File: config.mk
export PLATFORM = sky130hd
export DESIGN_NAME = uart_loader_flat
export DESIGN_NICKNAME = d
export VERILOG_FILES = /design/src/rtl/uart_loader_if.sv /design/src/rtl/uart_loader.sv /design/src/flat_wrapper.sv
export SDC_FILE = /design/constraint.sdc
export NUM_CORES = 1
export LEC_CHECK = 0
export CELL_PAD_IN_SITES_DETAIL_PLACEMENT = 0
export CELL_PAD_IN_SITES_GLOBAL_PLACEMENT = 1
export CORE_MARGIN = 3
export CORE_UTILIZATION = 40
export DETAILED_ROUTE_END_ITERATION = 8
export PLACE_DENSITY_LB_ADDON = 0.2
export SYNTH_ARGS = -nofsm -noshare
export SYNTH_HDL_FRONTEND = slang
export SYNTH_SLANG_ARGS = --single-unit
File: constraint.sdc
create_clock -name clk -period 26.5 [get_ports clk]
set_clock_uncertainty 0.1 [all_clocks]
set_input_delay 5.3 -clock clk [delete_from_list [all_inputs] [get_ports clk]]
set_output_delay 5.3 -clock clk [all_outputs]
set_load 0.1 [all_outputs]
File: src/rtl/uart_loader_if.sv
`default_nettype none
// ============================================================================
// Module      : uart_loader_if
// Description : Byte-stream input and memory write port of the UART loader.
// Revision    : 1.0 - initial release
// ============================================================================
interface uart_loader_if;
  logic [7:0]  data_in;
  logic        data_rdy;
  logic        wr_valid;
  logic        wr_ready;
  logic [31:0] wr_addr;
  logic [31:0] wr_data;
  logic [3:0]  wr_strb;
  logic        busy;
  logic        done;
  logic        err;
  logic        overflow;

  modport slave (
    input  data_in, data_rdy, wr_ready,
    output wr_valid, wr_addr, wr_data, wr_strb, busy, done, err, overflow
  );

  modport master (
    output data_in, data_rdy, wr_ready,
    input  wr_valid, wr_addr, wr_data, wr_strb, busy, done, err, overflow
  );
endinterface
`default_nettype wire

File: src/rtl/uart_loader.sv
`default_nettype none
// ============================================================================
// Module      : uart_loader
// Description : Parses SYNC/ADDR/LEN/payload packets from the UART byte stream
//               into 32-bit memory writes; UART_LOADER_CSUM_EN adds a CSUM byte.
// Revision    : 1.0 - initial release
// ============================================================================
module uart_loader #(
  parameter logic [7:0] SYNC_BYTE  = 8'hA5,
  parameter int         FIFO_DEPTH = 4
) (
  input  wire logic     clk,
  input  wire logic     rst,
  uart_loader_if.slave  bus
);

  localparam int AW = $clog2(FIFO_DEPTH);

  typedef enum logic [2:0] {
    S_IDLE = 3'd0,
    S_ADDR = 3'd1,
    S_LEN  = 3'd2,
    S_DATA = 3'd3,
    S_CSUM = 3'd4
  } state_t;

  state_t      state_q, state_d;
  logic [1:0]  cnt_q, cnt_d;
  logic [31:0] addr_q, addr_d;
  logic [7:0]  len_lo_q, len_lo_d;
  logic [15:0] rem_q, rem_d;
  logic [1:0]  lane_q, lane_d;
  logic [31:0] data_q, data_d;
  logic [3:0]  strb_q, strb_d;
  logic        done_q, done_d;
  logic        err_q, err_d;
  logic        ovf_q, ovf_d;
`ifdef UART_LOADER_CSUM_EN
  logic [7:0]  csum_q, csum_d;
`endif

  logic [67:0] mem_q [FIFO_DEPTH];
  logic [AW:0] wptr_q, rptr_q;
  logic        w_empty, w_full, w_pop, w_push_ok;
  logic        push, fin;
  logic [67:0] push_word;
  logic [31:0] w_addr_shift;
  logic [15:0] w_len;
  logic [31:0] w_data_ins;
  logic [3:0]  w_strb_ins;

  assign w_empty   = (wptr_q == rptr_q);
  assign w_full    = (wptr_q[AW] != rptr_q[AW]) && (wptr_q[AW-1:0] == rptr_q[AW-1:0]);
  assign w_pop     = !w_empty && bus.wr_ready;
  // A pop in the same cycle frees the slot, so a full FIFO can still accept.
  assign w_push_ok = push && (!w_full || w_pop);

  assign w_addr_shift = {bus.data_in, addr_q[31:8]};
  assign w_len        = {bus.data_in, len_lo_q};
  assign w_strb_ins   = strb_q | (4'b0001 << lane_q);

  always_comb begin
    w_data_ins = data_q;
    w_data_ins[{lane_q, 3'b000} +: 8] = bus.data_in;
  end

  always_comb begin
    state_d   = state_q;
    cnt_d     = cnt_q;
    addr_d    = addr_q;
    len_lo_d  = len_lo_q;
    rem_d     = rem_q;
    lane_d    = lane_q;
    data_d    = data_q;
    strb_d    = strb_q;
    done_d    = 1'b0;
    err_d     = err_q;
    ovf_d     = ovf_q;
    push      = 1'b0;
    push_word = {addr_q, w_data_ins, w_strb_ins};
    fin       = 1'b0;
`ifdef UART_LOADER_CSUM_EN
    csum_d    = csum_q;
`endif

    if (bus.data_rdy) begin
`ifdef UART_LOADER_CSUM_EN
      if (state_q != S_IDLE && state_q != S_CSUM) begin
        csum_d = csum_q + bus.data_in;
      end
`endif
      case (state_q)
        S_IDLE: begin
          if (bus.data_in == SYNC_BYTE) begin
            state_d = S_ADDR;
            cnt_d   = 2'd0;
            err_d   = 1'b0;
`ifdef UART_LOADER_CSUM_EN
            csum_d  = 8'd0;
`endif
          end
        end
        S_ADDR: begin
          addr_d = w_addr_shift;
          cnt_d  = cnt_q + 2'd1;
          if (cnt_q == 2'd3) begin
            addr_d  = {w_addr_shift[31:2], 2'b00};
            cnt_d   = 2'd0;
            state_d = S_LEN;
          end
        end
        S_LEN: begin
          if (cnt_q == 2'd0) begin
            len_lo_d = bus.data_in;
            cnt_d    = 2'd1;
          end else begin
            cnt_d  = 2'd0;
            rem_d  = w_len;
            lane_d = 2'd0;
            data_d = 32'd0;
            strb_d = 4'd0;
            if (w_len == 16'd0) begin
              fin = 1'b1;
            end else begin
              state_d = S_DATA;
            end
          end
        end
        S_DATA: begin
          data_d = w_data_ins;
          strb_d = w_strb_ins;
          lane_d = lane_q + 2'd1;
          rem_d  = rem_q - 16'd1;
          if (lane_q == 2'd3 || rem_q == 16'd1) begin
            push   = 1'b1;
            addr_d = addr_q + 32'd4;
            data_d = 32'd0;
            strb_d = 4'd0;
            lane_d = 2'd0;
          end
          if (rem_q == 16'd1) begin
            fin = 1'b1;
          end
        end
`ifdef UART_LOADER_CSUM_EN
        S_CSUM: begin
          state_d = S_IDLE;
          if (bus.data_in == csum_q) begin
            done_d = 1'b1;
          end else begin
            err_d = 1'b1;
          end
        end
`endif
        default: state_d = S_IDLE;
      endcase
    end

    if (fin) begin
`ifdef UART_LOADER_CSUM_EN
      state_d = S_CSUM;
`else
      state_d = S_IDLE;
      done_d  = 1'b1;
`endif
    end

    if (push && !w_push_ok) begin
      ovf_d = 1'b1;
      err_d = 1'b1;
    end
  end

  always_ff @(posedge clk or posedge rst) begin
    if (rst) begin
      state_q  <= S_IDLE;
      cnt_q    <= 2'd0;
      addr_q   <= 32'd0;
      len_lo_q <= 8'd0;
      rem_q    <= 16'd0;
      lane_q   <= 2'd0;
      data_q   <= 32'd0;
      strb_q   <= 4'd0;
      done_q   <= 1'b0;
      err_q    <= 1'b0;
      ovf_q    <= 1'b0;
`ifdef UART_LOADER_CSUM_EN
      csum_q   <= 8'd0;
`endif
      wptr_q   <= '0;
      rptr_q   <= '0;
      for (int i = 0; i < FIFO_DEPTH; i++) begin
        mem_q[i] <= '0;
      end
    end else begin
      state_q  <= state_d;
      cnt_q    <= cnt_d;
      addr_q   <= addr_d;
      len_lo_q <= len_lo_d;
      rem_q    <= rem_d;
      lane_q   <= lane_d;
      data_q   <= data_d;
      strb_q   <= strb_d;
      done_q   <= done_d;
      err_q    <= err_d;
      ovf_q    <= ovf_d;
`ifdef UART_LOADER_CSUM_EN
      csum_q   <= csum_d;
`endif
      if (w_push_ok) begin
        mem_q[wptr_q[AW-1:0]] <= push_word;
        wptr_q                <= wptr_q + 1'b1;
      end
      if (w_pop) begin
        rptr_q <= rptr_q + 1'b1;
      end
    end
  end

  assign bus.wr_valid = !w_empty;
  assign {bus.wr_addr, bus.wr_data, bus.wr_strb} = mem_q[rptr_q[AW-1:0]];
  assign bus.busy     = (state_q != S_IDLE) || !w_empty;
  assign bus.done     = done_q;
  assign bus.err      = err_q;
  assign bus.overflow = ovf_q;

endmodule
`default_nettype wire

File: src/flat_wrapper.sv
// flat-port wrapper written by rule: the top's interface ports become plain ports
module uart_loader_flat 
#(
  parameter logic [7:0] SYNC_BYTE  = 8'hA5,
  parameter int         FIFO_DEPTH = 4
)
  (clk, rst, bus_data_in, bus_data_rdy, bus_wr_ready, bus_wr_valid, bus_wr_addr, bus_wr_data, bus_wr_strb, bus_busy, bus_done, bus_err, bus_overflow);
  uart_loader_if bus_i ();
  input  wire logic clk;
  input  wire logic rst;
  input wire logic [$bits(bus_i.data_in)-1:0] bus_data_in;
  input wire logic [$bits(bus_i.data_rdy)-1:0] bus_data_rdy;
  input wire logic [$bits(bus_i.wr_ready)-1:0] bus_wr_ready;
  output wire logic [$bits(bus_i.wr_valid)-1:0] bus_wr_valid;
  output wire logic [$bits(bus_i.wr_addr)-1:0] bus_wr_addr;
  output wire logic [$bits(bus_i.wr_data)-1:0] bus_wr_data;
  output wire logic [$bits(bus_i.wr_strb)-1:0] bus_wr_strb;
  output wire logic [$bits(bus_i.busy)-1:0] bus_busy;
  output wire logic [$bits(bus_i.done)-1:0] bus_done;
  output wire logic [$bits(bus_i.err)-1:0] bus_err;
  output wire logic [$bits(bus_i.overflow)-1:0] bus_overflow;
  assign bus_i.data_in = bus_data_in;
  assign bus_i.data_rdy = bus_data_rdy;
  assign bus_i.wr_ready = bus_wr_ready;
  assign bus_wr_valid = bus_i.wr_valid;
  assign bus_wr_addr = bus_i.wr_addr;
  assign bus_wr_data = bus_i.wr_data;
  assign bus_wr_strb = bus_i.wr_strb;
  assign bus_busy = bus_i.busy;
  assign bus_done = bus_i.done;
  assign bus_err = bus_i.err;
  assign bus_overflow = bus_i.overflow;
  uart_loader #(.SYNC_BYTE(SYNC_BYTE), .FIFO_DEPTH(FIFO_DEPTH)) u_core (.clk(clk), .rst(rst), .bus(bus_i));
endmodule
==> flow_summary.ini <==
[outcome]
run_status = finished, final reports clean

[power_and_ir_drop]
power_density_nw_per_um2 = 92.8
seqPwrFrac_pct = 42.2
power_switching_uw = 687
vdd_ir_drop_max_mv = 0.0593
swShare_pct = 35.9
p_int_uw = 1230
p_leak_uw = 0.00926
p_comb_share_pct = 26.2
pwr-share-clk_pct = 31.7

[global_route]
met1_usage_pct = 25.3
grt_pass1_vias = 11800
grt_usage_pct = 18.5
use_met3_pct = 2.56
grt_overflow = 0
grt_use_met2_pct = 31.0
grt_pass1_wl_mm = 69.3
antenna_found_initial = 0
grt_max_degree = 172
grt_busiest_layer = met2

[logic_synthesis]
synth-edff-count = 0
synthArstFlopShare_pct = 100
ys_types = 62
ys_warn_count = 0
synth.net_count = 1453
synth.avg_cell_area_um2 = 12.8
seq_area_frac_synth_pct = 52.4
synthCells = 1418
ys_top_cells_by_area = dfrtp_1 (52%), mux2_2 (17%), mux4_2 (8.5%)
synth_top_cell_by_area = dfrtp_1
synth_area_um2 = 18100
synth_ff_type = dfrtp_1
ys_seq_elements = 379
synth_top_area_share_pct = 52.4

[detailed_routing]
detail_route.wl_per_cell_um = 20.8
first_iter_violations = 760
drtAntennaViolNets = 0
drt-vias-per-instance = 5.55
drc = 0
vias = 11500
wl_mm = 43.1
dr.pass1.iters = 5

[sta]
period_needed_ns = 9.32
hold_viol_final = 0
hold_slack_ns = 0.394
max_slew_margin_pct = 21.2
setup_violations = 0
drv_slew = 0
fin_crit_sh_pct = 35.2
fmax_mhz = 107
grt_setup_unrepaired = no
fin_tns_setup_ns = 0
tightestPinTransition_ns = 1.18

[clock_tree]
post_cts_buffers = 0
clockBufferDepth = 3
ctsHoldBuffers = 0
htreeDepth = 2
clock_latency_ns = 0.57
clk_pin_slew_ns = 0.06
cts_root_buf = clkbuf_16
clock_sinks = 379
cts_tree = yes
numCtsBuffers = 42
postCtsResizedCells = 0

[job]
max_cap_viol_count = 0

[setup_path]
critPathRequiredTime_ns = 21.10
crit_slowest_cell = clkdlybuf4s50_1
path_class = register to output pin
critPathMaxFanout = 47
critPathLaunchType = register
worstPathArrival_ns = 3.92
path_cells = buf_4, xor2_1, nor2_1, nand2_1, clkdlybuf4s50_1
max_stage_delay_ns = 1.18
critPathCaptureType = output pin

[worst_hold_path]
min_path_type = register to register

[finish]
nets = 1489
n_fill_cell = 4030
syn2layout_area_growth_pct = 14.2
final_cell_mix = dfrtp_1 (377), mux2_2 (278), nand2_1 (102)
final_layout_size_suffix_gt1_share_pct = 31.0
antennaDiodeCount = 0
layout_commonest_cell = dfrtp_1

[placement]
place_congestion = 0.780
hpwl_mm = 26.0
port_buffers = 84

[floorplan]
die_w_um = 219
initial_core_util_pct = 40.7
placementRows = 77
die-area_um2 = 47800
core-area_um2 = 44400
die_h_um = 219
ios = 85
## per-layer routing
layer | share of wire (%) | wire, µm
met1 | 45 | 19600
met2 | 49 | 21100
met3 | 3.4 | 1460
met4 | 2.1 | 898
met5 | 0 | 0
## cell families (layout without fill, tap and decap cells)
family,Yosys count,after routing,synth area share [%]
AOI/OAI and AO/OA,243,243,7.94
xor gates and xnor gates,7,7,0.339
adders and majority gates,23,23,1.59
buffers and inverters,160,225,4.66
DFF,379,379,52.4
muxes,352,352,26.1
and+or+nand+nor,254,254,6.89
## worst max-delay path: cells and delay by family (launching register included)
kind	cells	cell delay, ns
buffers and inverters	2	2.04
XOR/XNOR	1	0.24
flip-flops	1	0.75
AND/OR/NAND/NOR	2	0.30
## stage by stage
stage          worst slack, ns  cells  util, %  cell area (µm²)  total power, µW
2_1_floorplan            10.57   1418        -            18100             1160
3_3_place_gp             17.57   2002     43.2            19200             1320
3_5_place_dp             17.61   2002     43.2            19200             1330
4_1_cts                  16.99   2075     46.5            20600             1950
5_1_grt                  16.83   2075     46.5            20600             2040
6_report                 17.18   2075     46.5            20600             1920
## synthesized netlist by cell type (23+ instances only)
| cell type | count |
|---|---|
| o22ai_1 | 36 |
| nand3_1 | 29 |
| dfrtp_1 | 379 |
| mux2_2 | 278 |
| o21ai_0 | 83 |
| clkbuf_1 | 65 |
| a21oi_1 | 68 |
| inv_1 | 50 |
| mux4_2 | 68 |
| nand2_1 | 102 |
| ha_1 | 23 |
| nor2_1 | 42 |
## path summary, 6_finish.rpt
kind | start | end | slack [ns] | cells after the start
max in group asynchronous | rst | u_core.rptr_q[0] | 18.49 | 4
setup reg to reg | u_core.rptr_q[0] | u_core.mem_q[62] | 22.25 | 7
hold reg to reg | u_core.strb_q[1] | u_core.strb_q[1] | 0.39 | 2
setup / recovery | u_core.rptr_q[0] | bus_wr_valid | 17.18 | 5
hold / removal | u_core.strb_q[1] | u_core.strb_q[1] | 0.39 | 2
min in group asynchronous | rst | u_core.mem_q[112] | 5.24 | 2
## power groups by stage
stage,Combinational [µW],Clock [µW],Sequential [µW]
after floorplan,439,0,725
after global placement,500,0,819
after detailed placement,508,0,821
after CTS,510,628,811
after global routing,562,648,828
final,501,607,808
## area by class of cell
cell class / instances / area [µm²] / share of cell area (%)
repair buffers: 101 / 981 / 4.75
well taps: 592 / 741 / 3.59
inverters: 51 / 199 / 0.964
flip-flops and latches: 379 / 9490 / 46.0
clock inverters: 14 / 218 / 1.05
multi-input cells: 879 / 7800 / 37.8
clock buffers: 59 / 1220 / 5.89
## registers in the layout, indices dropped and copies added, names as in the netlist
name and flops:
u_core.state_q 2, u_core.bus.overflow 1, u_core.mem_q 272, u_core.bus.err 1, u_core.rptr_q 3, u_core.data_q 32, u_core.addr_q 32, u_core.rem_q 16
u_core.cnt_q 2, u_core.lane_q 2, u_core.len_lo_q 8, u_core.strb_q 4, u_core.bus.done 1, u_core.wptr_q 3
Note: power is estimated with default switching activity, not from simulation.
